### src/rtl/spi_slave_core.sv
// spi_slave_core
//   SPI mode-0 (CPOL=0, CPHA=0) target. It oversamples sclk/mosi/cs_n with
//   the system clock, shifts received data in MSB first, and drives miso MSB
//   first. Several words may be exchanged back-to-back inside one cs_n frame.
//
// Ports
//   clk, rst          system clock, synchronous active-high reset
//   sclk, mosi, cs_n  SPI bus from the master (asynchronous to clk)
//   miso, miso_oe     SPI data back to the master and its drive enable
//   slave_send_data   next word to transmit, sampled only when tx_load pulses
//   tx_load           1-clk pulse: slave_send_data was sampled this cycle
//   slave_rx_data     last complete word received
//   rx_done           1-clk pulse: slave_rx_data was updated this cycle
//   busy              frame active
//   abort             1-clk pulse: frame ended in the middle of a word
module spi_slave_core #(
    parameter int DATA_W      = 8,
    parameter int SYNC_STAGES = 2
) (
    input  logic              clk,
    input  logic              rst,
    input  logic              sclk,
    input  logic              mosi,
    input  logic              cs_n,
    output logic              miso,
    output logic              miso_oe,
    input  logic [DATA_W-1:0] slave_send_data,
    output logic              tx_load,
    output logic [DATA_W-1:0] slave_rx_data,
    output logic              rx_done,
    output logic              busy,
    output logic              abort
);

    localparam int                CNT_W    = (DATA_W > 2) ? $clog2(DATA_W) : 1;
    localparam logic [CNT_W-1:0]  LAST_BIT = CNT_W'(DATA_W - 1);

    typedef enum logic {IDLE, ACTIVE} state_t;

    state_t              state;
    logic [CNT_W-1:0]    bit_cnt;
    logic [DATA_W-1:0]   tx_sr;
    logic [DATA_W-1:0]   rx_sr;

    // ------------------------------------------------------------------
    // Input synchronizers. All three pins use the same depth so that the
    // mosi value seen on a detected sclk rise is the one the master set up
    // for that rise. Reset values are the idle bus levels so no edge is
    // seen when reset is released on an idle bus.
    // ------------------------------------------------------------------
    logic [SYNC_STAGES-1:0] sclk_sync;
    logic [SYNC_STAGES-1:0] mosi_sync_q;
    logic [SYNC_STAGES-1:0] cs_sync;
    logic                   sclk_d;
    logic                   cs_d;

    always_ff @(posedge clk) begin
        if (rst) begin
            sclk_sync   <= '0;
            mosi_sync_q <= '0;
            cs_sync     <= '1;
            sclk_d      <= 1'b0;
            cs_d        <= 1'b1;
        end else begin
            sclk_sync   <= {sclk_sync[SYNC_STAGES-2:0], sclk};
            mosi_sync_q <= {mosi_sync_q[SYNC_STAGES-2:0], mosi};
            cs_sync     <= {cs_sync[SYNC_STAGES-2:0], cs_n};
            sclk_d      <= sclk_sync[SYNC_STAGES-1];
            cs_d        <= cs_sync[SYNC_STAGES-1];
        end
    end

    logic sclk_s, mosi_s, cs_s;
    logic sclk_rise, sclk_fall, cs_fall, cs_rise;

    assign sclk_s    = sclk_sync[SYNC_STAGES-1];
    assign mosi_s    = mosi_sync_q[SYNC_STAGES-1];
    assign cs_s      = cs_sync[SYNC_STAGES-1];
    assign sclk_rise =  sclk_s & ~sclk_d;
    assign sclk_fall = ~sclk_s &  sclk_d;
    assign cs_fall   = ~cs_s   &  cs_d;
    assign cs_rise   =  cs_s   & ~cs_d;

    // ------------------------------------------------------------------
    // Frame FSM with all outputs registered. Pulses default low each clk.
    // ------------------------------------------------------------------
    always_ff @(posedge clk) begin
        if (rst) begin
            state         <= IDLE;
            bit_cnt       <= '0;
            tx_sr         <= '0;
            rx_sr         <= '0;
            miso          <= 1'b0;
            miso_oe       <= 1'b0;
            tx_load       <= 1'b0;
            slave_rx_data <= '0;
            rx_done       <= 1'b0;
            busy          <= 1'b0;
            abort         <= 1'b0;
        end else begin
            tx_load <= 1'b0;
            rx_done <= 1'b0;
            abort   <= 1'b0;

            if (cs_rise) begin
                // End of frame takes priority over any sclk edge in the
                // same cycle; a partial word is dropped and flagged.
                state   <= IDLE;
                busy    <= 1'b0;
                miso_oe <= 1'b0;
                miso    <= 1'b0;
                bit_cnt <= '0;
                if (bit_cnt != '0)
                    abort <= 1'b1;
            end else begin
                unique case (state)
                    IDLE: begin
                        if (cs_fall) begin
                            state   <= ACTIVE;
                            busy    <= 1'b1;
                            tx_sr   <= slave_send_data;
                            miso    <= slave_send_data[DATA_W-1];
                            tx_load <= 1'b1;
                            bit_cnt <= '0;
                            miso_oe <= 1'b1;
                        end
                    end

                    ACTIVE: begin
                        if (sclk_rise) begin
                            rx_sr <= {rx_sr[DATA_W-2:0], mosi_s};
                            if (bit_cnt == LAST_BIT) begin
                                slave_rx_data <= {rx_sr[DATA_W-2:0], mosi_s};
                                rx_done       <= 1'b1;
                                bit_cnt       <= '0;
                            end else begin
                                bit_cnt <= bit_cnt + CNT_W'(1);
                            end
                        end else if (sclk_fall) begin
                            if (bit_cnt != '0) begin
                                tx_sr <= {tx_sr[DATA_W-2:0], 1'b0};
                                miso  <= tx_sr[DATA_W-2];
                            end else begin
                                // Word boundary: fetch the next word so its
                                // MSB is on miso before the next rise.
                                tx_sr   <= slave_send_data;
                                miso    <= slave_send_data[DATA_W-1];
                                tx_load <= 1'b1;
                            end
                        end
                    end

                    default: state <= IDLE;
                endcase
            end
        end
    end

endmodule
### config.mk
export PLATFORM = sky130hd
export DESIGN_NAME = spi_slave_core
export DESIGN_NICKNAME = d
export VERILOG_FILES = /design/src/rtl/spi_slave_core.sv
export SDC_FILE = /design/constraint.sdc
export NUM_CORES = 1
export LEC_CHECK = 0
export BUFFER_PORTS_ARGS = -buffer_cell sky130_fd_sc_hd__clkbuf_2
export CAP_MARGIN = 5
export CORE_MARGIN = 5
export CORE_UTILIZATION = 40
export CTS_CLUSTER_SIZE = 20
export DETAILED_ROUTE_END_ITERATION = 8
export GPL_ROUTABILITY_DRIVEN = 0
export SLEW_MARGIN = 10
export SYNTH_ARGS = -nofsm -noshare
export SYNTH_HDL_FRONTEND = slang
export SYNTH_SLANG_ARGS = --single-unit
export TNS_END_PERCENT = 50
### constraint.sdc
create_clock -name clk -period 1.5 [get_ports clk]
set_input_delay 0.3 -clock clk [delete_from_list [all_inputs] [get_ports clk]]
set_output_delay 0.3 -clock clk [all_outputs]
set_load 0.02 [all_outputs]
# --- Word-level counts from Yosys, hierarchy flattened ---
# Cells that the tools add are included.
word_totals:
  inputBits: 13
  reg_bits: 39
  word_cells: 64
  output_inout_bits: 14
classes:
  reduce_logical: 10
  add_sub_neg: 1
  n_eq_ne: 5
  n_mux: 22
  n_bitwise: 11
op_table:
  columns: ["operator", "n"]
  rows:
  - ["$mux W7", 4]
  - ["$pmux W7 S2", 1]
  - ["$mux W1", 11]
  - ["$mux W3", 3]
  - ["$reduce_and A4 Y1", 2]
  - ["$not A1 Y1", 7]
  - ["$pmux W3 S2", 1]
  - ["$reduce_and A3 Y1", 2]
  - ["$and A1 B1 Y1", 4]
  - ["$ne A2 B1 Y1 const B", 2]
  - ["$ne A2 B2 Y1 const B", 2]
  - ["$pmux W1 S2", 2]
  - ["$reduce_and A2 Y1", 2]
  - ["$reduce_or A2 Y1", 2]
  - ["$reduce_or A4 Y1", 1]
  - ["$add A3 B1 Y3 const B", 1]
  - ["$eq A3 B3 Y1 const B", 1]
  - ["$reduce_bool A3 Y1", 1]

# --- Depth between registers and ports, before layout ---
# Gate-level depths: netlist of run 1.
logic_depth:
  ltp_word: 5
  depth_mapped: 7
  ltp_nobuf: 6

# --- Worst setup path before layout of run 1 ---
# OpenSTA, ideal clock, no wires.
synth_timing:
  path_type: "register to register"
  from: "register bit_cnt[0]"
  to: "register tx_sr[1]"
  setup_slack_ps: 117
  setup_ps: 86
  arrival_ps: 1297
  path_buffers: 1
  required_time_ps: 1414
  synth_period_minus_slack_ps: 1383
  stages_incl_launch_ff: 8
  cell_sequence: "dfxtp_1 -> inv_1 -> ha_1 -> nor2b_1 -> nand2b_1 -> buf_4 -> mux2i_1 -> a211oi_1"
synth_via:
  elab_chain_cells: 5
synth_lines:
  columns: ["item", "line", "source"]
  rows:
  - ["from (decl)", "41", "logic [CNT_W-1:0] bit_cnt;"]
  - ["from (signal assigned)", "137", "bit_cnt <= bit_cnt + CNT_W'(1);"]
  - ["$reduce_bool A3 Y1", "140", "if (bit_cnt != '0) begin"]
  - ["$mux W7", "140", null]
  - ["$mux W7", "139", "end else if (sclk_fall) begin"]
  - ["$mux W7", "130", "if (sclk_rise) begin"]
  - ["$pmux W7 S2", "116", "unique case (state)"]
  - ["to (signal assigned)", "121", "tx_sr <= slave_send_data;"]
  - ["to (signal assigned)", "141", "tx_sr <= {tx_sr[DATA_W-2:0], 1'b0};"]
  - ["to (signal assigned)", "146", "tx_sr <= slave_send_data;"]
  - ["to (decl)", "42", "logic [DATA_W-1:0] tx_sr;"]
# Every way passes these cells. The select of a mux whose other input is x is not followed.
# A chain may end at the register's enable or synchronous reset.

# --- Final worst setup path of run 1 ---
layout_timing:
  from: "register bit_cnt[0]"
  to: "register miso"
layout_via:
  elab_chain_cells: 5
layout_lines:
  columns: ["item", "line", "source"]
  rows:
  - ["$reduce_bool A3 Y1", "140", null]
  - ["$mux W1", "140", null]
  - ["$mux W1", "139", null]
  - ["$mux W1", "130", null]
  - ["$pmux W1 S2", "116", null]
  - ["to (signal assigned)", "122", "miso <= slave_send_data[DATA_W-1];"]
  - ["to (signal assigned)", "142", "miso <= tx_sr[DATA_W-2];"]
  - ["to (signal assigned)", "147", "miso <= slave_send_data[DATA_W-1];"]
  - ["to (decl)", "25", "output logic miso,"]
# Every way passes these cells. The select of a mux whose other input is x is not followed.

==> flow_summary.json, run 1 <==
{
  "ys_types": 30,
  "final_nets": 192,
  "cts_sinks": 39,
  "grt_pass1_vias": 977,
  "register_area_um2": 783.3,
  "critPathMaxFanout": 4,
  "final-setup-viol-count": 0,
  "crit_arrival_ps": 1640,
  "clk_latency_ps": 290,
  "power_mw": 1.887,
  "whs_ps": 183.6,
  "p_leak_nw": 0.8471,
  "htree_levels": 2,
  "crit_chain": "inv_1 -> ha_1 -> nor2b_2 -> nand2b_4 -> buf_2 -> mux2i_1 -> a211oi_1",
  "crit_family": "flip-flops",
  "drt_iter0_markers": 25,
  "io_pins": 27,
  "worst_slack_ps": 74.36,
  "area_growth_syn_to_layout_pct": 21.00,
  "ant_nets": 0,
  "hold_viol": 0,
  "wire_per_inst_um": 11.40,
  "fp.dieArea_um2": 5148,
  "grt_first_pass_wirelength_um": 4229,
  "relSlewSlack_pct": 79.84,
  "clk_pin_slew_worst_paths_ps": 80,
  "seqPwrFrac_pct": 56.9,
  "p_int_mw": 1.437,
  "cts_tree": "yes",
  "period_minus_slack_ps": 1426,
  "synth_compound_area_share_pct": 8.778,
  "synth_top_family_by_area": "simple AND/OR/NAND/NOR gates",
  "cp_slowest_cell": "dfxtp_2",
  "dp_slack_ps": 13.46,
  "syn_area_per_cell_um2": 10.59,
  "coreArea_um2": 3689,
  "fmax_mhz": 701.4,
  "worstMarginPinSlew_ps": 302.4,
  "synth-simple-area-share_pct": 18.13,
  "die_height_um": 71.75,
  "drv_slew": 0,
  "first_pass_iters": 4,
  "overflow": 0,
  "ys_ff_latch": 39,
  "fillers": 363,
  "drive_gt1_share_pct": 36.72,
  "yosys.area.top_type": "dfxtp_1",
  "post_cts_buffers": 0,
  "synthMuxAreaShare_pct": 14.44,
  "min-delay-path-class": "in -> reg",
  "drc_errors": 0,
  "synth_top_cell_area_share_pct": 51.19,
  "cts_buffers": 5,
  "n_antenna_cell": 0,
  "p_sw_mw": 0.4496,
  "grt_antenna_before_repair": 0,
  "yosys-top-cells-area": "dfxtp_1, mux2i_1, nor2_1",
  "die_w_um": 71.75,
  "hold_buffers": 0,
  "finalClockSkew_ps": 4.600,
  "clock_path_buffers": 2,
  "multi_input_comb_area_um2": 681.9,
  "initial_utilization_pct": 41.35,
  "synth_xor_area_share_pct": 0,
  "switching_share_pct": 23.83,
  "crit_start": "bit_cnt[0]",
  "io_buffers": 26,
  "yosys.area_share.adder_pct": 2.461,
  "drt-vias-per-instance": 4.760,
  "syn_area_um2": 1525,
  "p_clk_share_pct": 36.9,
  "startpoint_type": "flop",
  "cap_violations": 0,
  "place_inst": 216,
  "grt.total_usage_pct": 10.56,
  "p_per_area_nw_per_um2": 1022,
  "critPathRequiredTime_ps": 1710,
  "finalWirelength_um": 2564,
  "hpwl_um": 1832,
  "regToRegSetupSlack_ps": 70,
  "ys_warn_count": 0,
  "rows": 22,
  "ys_seq_area_share_pct": 51.19,
  "postSynthCellCount": 144,
  "cts_root_buf": "clkbuf_8",
  "p_comb_share_pct": 6.2,
  "syn_nets": 160,
  "cp-end-kind": "flop",
  "status": "finished, final reports clean",
  "hp-start": "cs_n",
  "crit_buf_inv": 2,
  "fin_crit_sh_pct": 95.04,
  "final_cells": 225,
  "peakVddDrop_mv": 0.6062,
  "reg2reg_from": "bit_cnt[0]",
  "grt_max_degree": 19,
  "vias": 1071,
  "crit_type": "reg -> reg",
  "cpPeakStageDelay_ps": 350
}
## metal layers
metal | GRT usage [%] | wire length [um] | part of all wire [%] | vias to the layer above
met3 | 5.189 | 170 | 6.6 | 7
met5 | 0 | 0 | 0 | -
li1 | - | - | - | 547
met2 | 15.51 | 1165 | 45 | 21
met4 | 5.637 | 55 | 2.1 | 0
met1 | 12.59 | 1173 | 46 | 496
## state kept, by name, indices dropped and copies added, names as in the netlist, 2 cells and up
signal,count
cs_sync,2
tx_sr,7
rx_sr,7
slave_rx_data,8
mosi_sync_q,2
bit_cnt,3
sclk_sync,2
## cell usage in the layout (no fill, tap or decap), drive strengths merged
cell type  instances
dfxtp             39
nor2              32
clkbuf            31
mux2i             22
buf                8
nor2b              7
a211oi             7
inv                4
or2                4
a22oi              3
ha                 3
nand2b             3
clkinvlp           2
and3b              2
a21oi              2
and2               1
nor3b              1
a41o               1
nand3              1
nand4              1
a31o               1
nor3               1
clkinv             1
## worst register-to-register path, stage by stage, from the launching register on
cell and delay [ps]:
dfxtp_2 350, inv_1 50, ha_1 180, nor2b_2 150, nand2b_4 140, buf_2 160, mux2i_1 120, a211oi_1 190
## kinds of logic after synthesis
family / Yosys count
flops: 39
fa+ha+maj: 3
buf+inv: 13
mux: 22
compound gates: 14
simple gates: 53
## stage by stage
stage               TNS, ps  util [%]  cell area (um^2)
detailed placement        0     46.95              1732
floorplan                 0         -              1525
CTS                       0     49.39              1822
global placement          0     46.95              1732
finish                    0     50.03              1846
global route         -4.496     50.03              1846
## final cells by class
class	count	area share, %
Sequential cell	39	42.44
Multi-Input combinational cell	92	36.95
Timing Repair Buffer	34	11.73
Clock buffer	5	3.729
Tap cell	48	3.254
Clock inverter	3	1.085
Inverter	4	0.8136
## Yosys cell counts
cell / number
a41o_2: 1
nor2_2: 3
a211oi_1: 2
nor3b_2: 1
mux2i_1: 22
nand2b_1: 2
buf_8: 1
nor2_1: 29
or2_0: 1
or2_2: 3
a21oi_1: 1
and3b_2: 1
ha_1: 3
buf_4: 2
nand3_2: 1
buf_6: 1
inv_1: 4
a211oi_2: 5
a22oi_1: 3
nor2b_1: 7
and2_1: 1
a21oi_2: 1
clkbuf_1: 4
buf_2: 1
nor3_1: 1
nand2b_2: 1
and3b_1: 1
dfxtp_1: 39
nand4_1: 1
a31o_2: 1
## power by group through the flow
stage | Combinational [mW] | Clock (mW) | Sequential, mW
after CTS | 0.117 | 0.726 | 1.07
final | 0.117 | 0.696 | 1.07
after global routing | 0.131 | 0.767 | 1.08
after floorplan | 0.0792 | 0 | 1.10
after detailed placement | 0.117 | 0 | 1.10
after global placement | 0.113 | 0 | 1.10
## timing repair
action | CTS | global route
endpoints found under the setup margin | 2 | 7
cloned | 0 | 1
gates resized for setup | 1 | 5
pin swaps | 0 | 4
## path summary, 6_finish.rpt
kind | endpoint | cells past startpoint
worst max-delay path | miso | 7
worst min-delay path | cs_sync[0] | 2
worst max register to register | miso | 7
worst min register to register | cs_sync[1] | 1
(Power assumes the default switching activity.)
==> run 2, diff against run 1 <==
Settings changed: BUFFER_PORTS_ARGS -buffer_cell sky130_fd_sc_hd__clkbuf_2 to unset, DONT_BUFFER_PORTS set to 1.
==> flow_summary.json, run 2 (same netlist as run 1, synthesis figures left out) <==
{
  "drt-vias-per-instance": 4.821,
  "drive_gt1_share_pct": 23.65,
  "top_regs": "slave_rx_data (8), rx_sr (7), tx_sr (7)",
  "area_growth_syn_to_layout_pct": 11.73,
  "largest_reg_flops": 8,
  "final-setup-viol-count": 0,
  "final_util_pct": 46.20,
  "die_height_um": 71.75,
  "final_common_cell": "dfxtp_1",
  "io_pins": 27,
  "grt.total_usage_pct": 10.50,
  "rows": 22,
  "grt_antenna_before_repair": 0,
  "cts_buffers": 5,
  "critPathRequiredTime_ps": 1710,
  "fp.dieArea_um2": 5148,
  "power_mw": 1.912,
  "fillers": 342,
  "overflow": 0,
  "clk_pin_slew_worst_paths_ps": 70,
  "status": "finished, final reports clean",
  "drt_iter0_markers": 46,
  "cts_tree": "yes",
  "clk_latency_ps": 280,
  "cap_violations": 0,
  "vias": 945,
  "cts_sinks": 39,
  "critPathMaxFanout": 9,
  "largest-register": "slave_rx_data",
  "drv_slew": 0,
  "dr.max_layer_used": "met4",
  "n_antenna_cell": 0,
  "drc_errors": 0,
  "rsz0062_at_grt": "yes",
  "crit_arrival_ps": 1650,
  "dr_wl_met2_um": 1056,
  "p_leak_nw": 0.7069,
  "grt_pass1_vias": 914,
  "wire_per_inst_um": 12.44,
  "die_w_um": 71.75,
  "final_nets": 163,
  "wl_met1_um": 1181,
  "worstMarginPinSlew_ps": 420.3,
  "final_cell_mix": "dfxtp_1, nor2_1, mux2i_1",
  "cp-end-kind": "flop",
  "dp_slack_ps": 10.48,
  "grt_first_pass_wirelength_um": 4243,
  "fmax_mhz": 696.5,
  "finalClockSkew_ps": 2.350,
  "io_buffers": 0,
  "min-delay-path-class": "in -> reg",
  "ant_nets": 0,
  "htree_levels": 2,
  "clock_path_buffers": 2,
  "peakVddDrop_mv": 0.5559,
  "finalWirelength_um": 2439,
  "grt_max_degree": 35,
  "first_pass_iters": 4,
  "coreArea_um2": 3689,
  "relSlewSlack_pct": 71.94,
  "period_minus_slack_ps": 1436,
  "crit_type": "reg -> reg",
  "initial_utilization_pct": 41.35,
  "wl_met3_um": 157,
  "startpoint_type": "flop",
  "hold_viol": 0,
  "p_per_area_nw_per_um2": 1122,
  "fin_crit_sh_pct": 95.71,
  "worst_slack_ps": 64.34,
  "cts_root_buf": "clkbuf_8"
}
==> run 2: stage by stage <==
stage / TNS, ps / cell area, um^2 / hold WS [ps] / instances
6_report: 0 / 1704 / 74.74 / 196
5_1_grt: -240.4 / 1704 / 55.41 / 196
4_1_cts: 0 / 1680 / 62.84 / 195
3_5_place_dp: 0 / 1579 / 370.1 / 187
3_3_place_gp: 0 / 1579 / 368.8 / 187
2_1_floorplan: 0 / 1525 / 389.5 / 144
==> run 2: path summary, 6_finish.rpt <==
path	to	slack, ps	start	cells past startpoint
worst max-delay path	tx_sr[5]	60	bit_cnt[1]	7
worst min register to register	cs_sync[1]	410	cs_sync[0]	1
worst max register to register	tx_sr[5]	60	bit_cnt[1]	7
worst min-delay path	tx_sr[5]	70	rst	1
==> run 2: report_power, final <==
part | internal [mW] | switching, mW | total (mW)
Combinational | 0.0369 | 0.0343 | 0.0713
Sequential | 1.06 | 0.0230 | 1.08
Clock | 0.419 | 0.338 | 0.758
==> run 2: repair_timing <==
action / CTS / global route
pin swaps: 0 / 2
setup buffers: 0 / 1
resized for setup: 1 / 5
setup endpoints to repair: 2 / 13
hold buffers: 0 / 0
==> run 2: routing by layer <==
metal	track usage (%)	vias to the layer above
met5	0	-
met4	4.384	0
met3	4.769	6
met2	15.20	16
met1	13.45	435
li1	-	488
==> run 2: cell type report <==
type / count / area (um^2) / share of cell area (%)
tap: 48 / 60.06 / 3.524
multi-input combinational: 92 / 679.4 / 39.87
timing repair buffer: 5 / 66.31 / 3.891
clock buffer: 8 / 100.1 / 5.874
sequential: 39 / 783.3 / 45.96
inverter: 4 / 15.01 / 0.8811
==> run 2: critical path, stage by stage (launching register included) <==
cell      delay, ps
dfxtp_1         360
inv_1            50
ha_1            160
nor2b_1         130
nand2b_1        150
buf_6           150
mux2i_2         160
a211oi_2        200
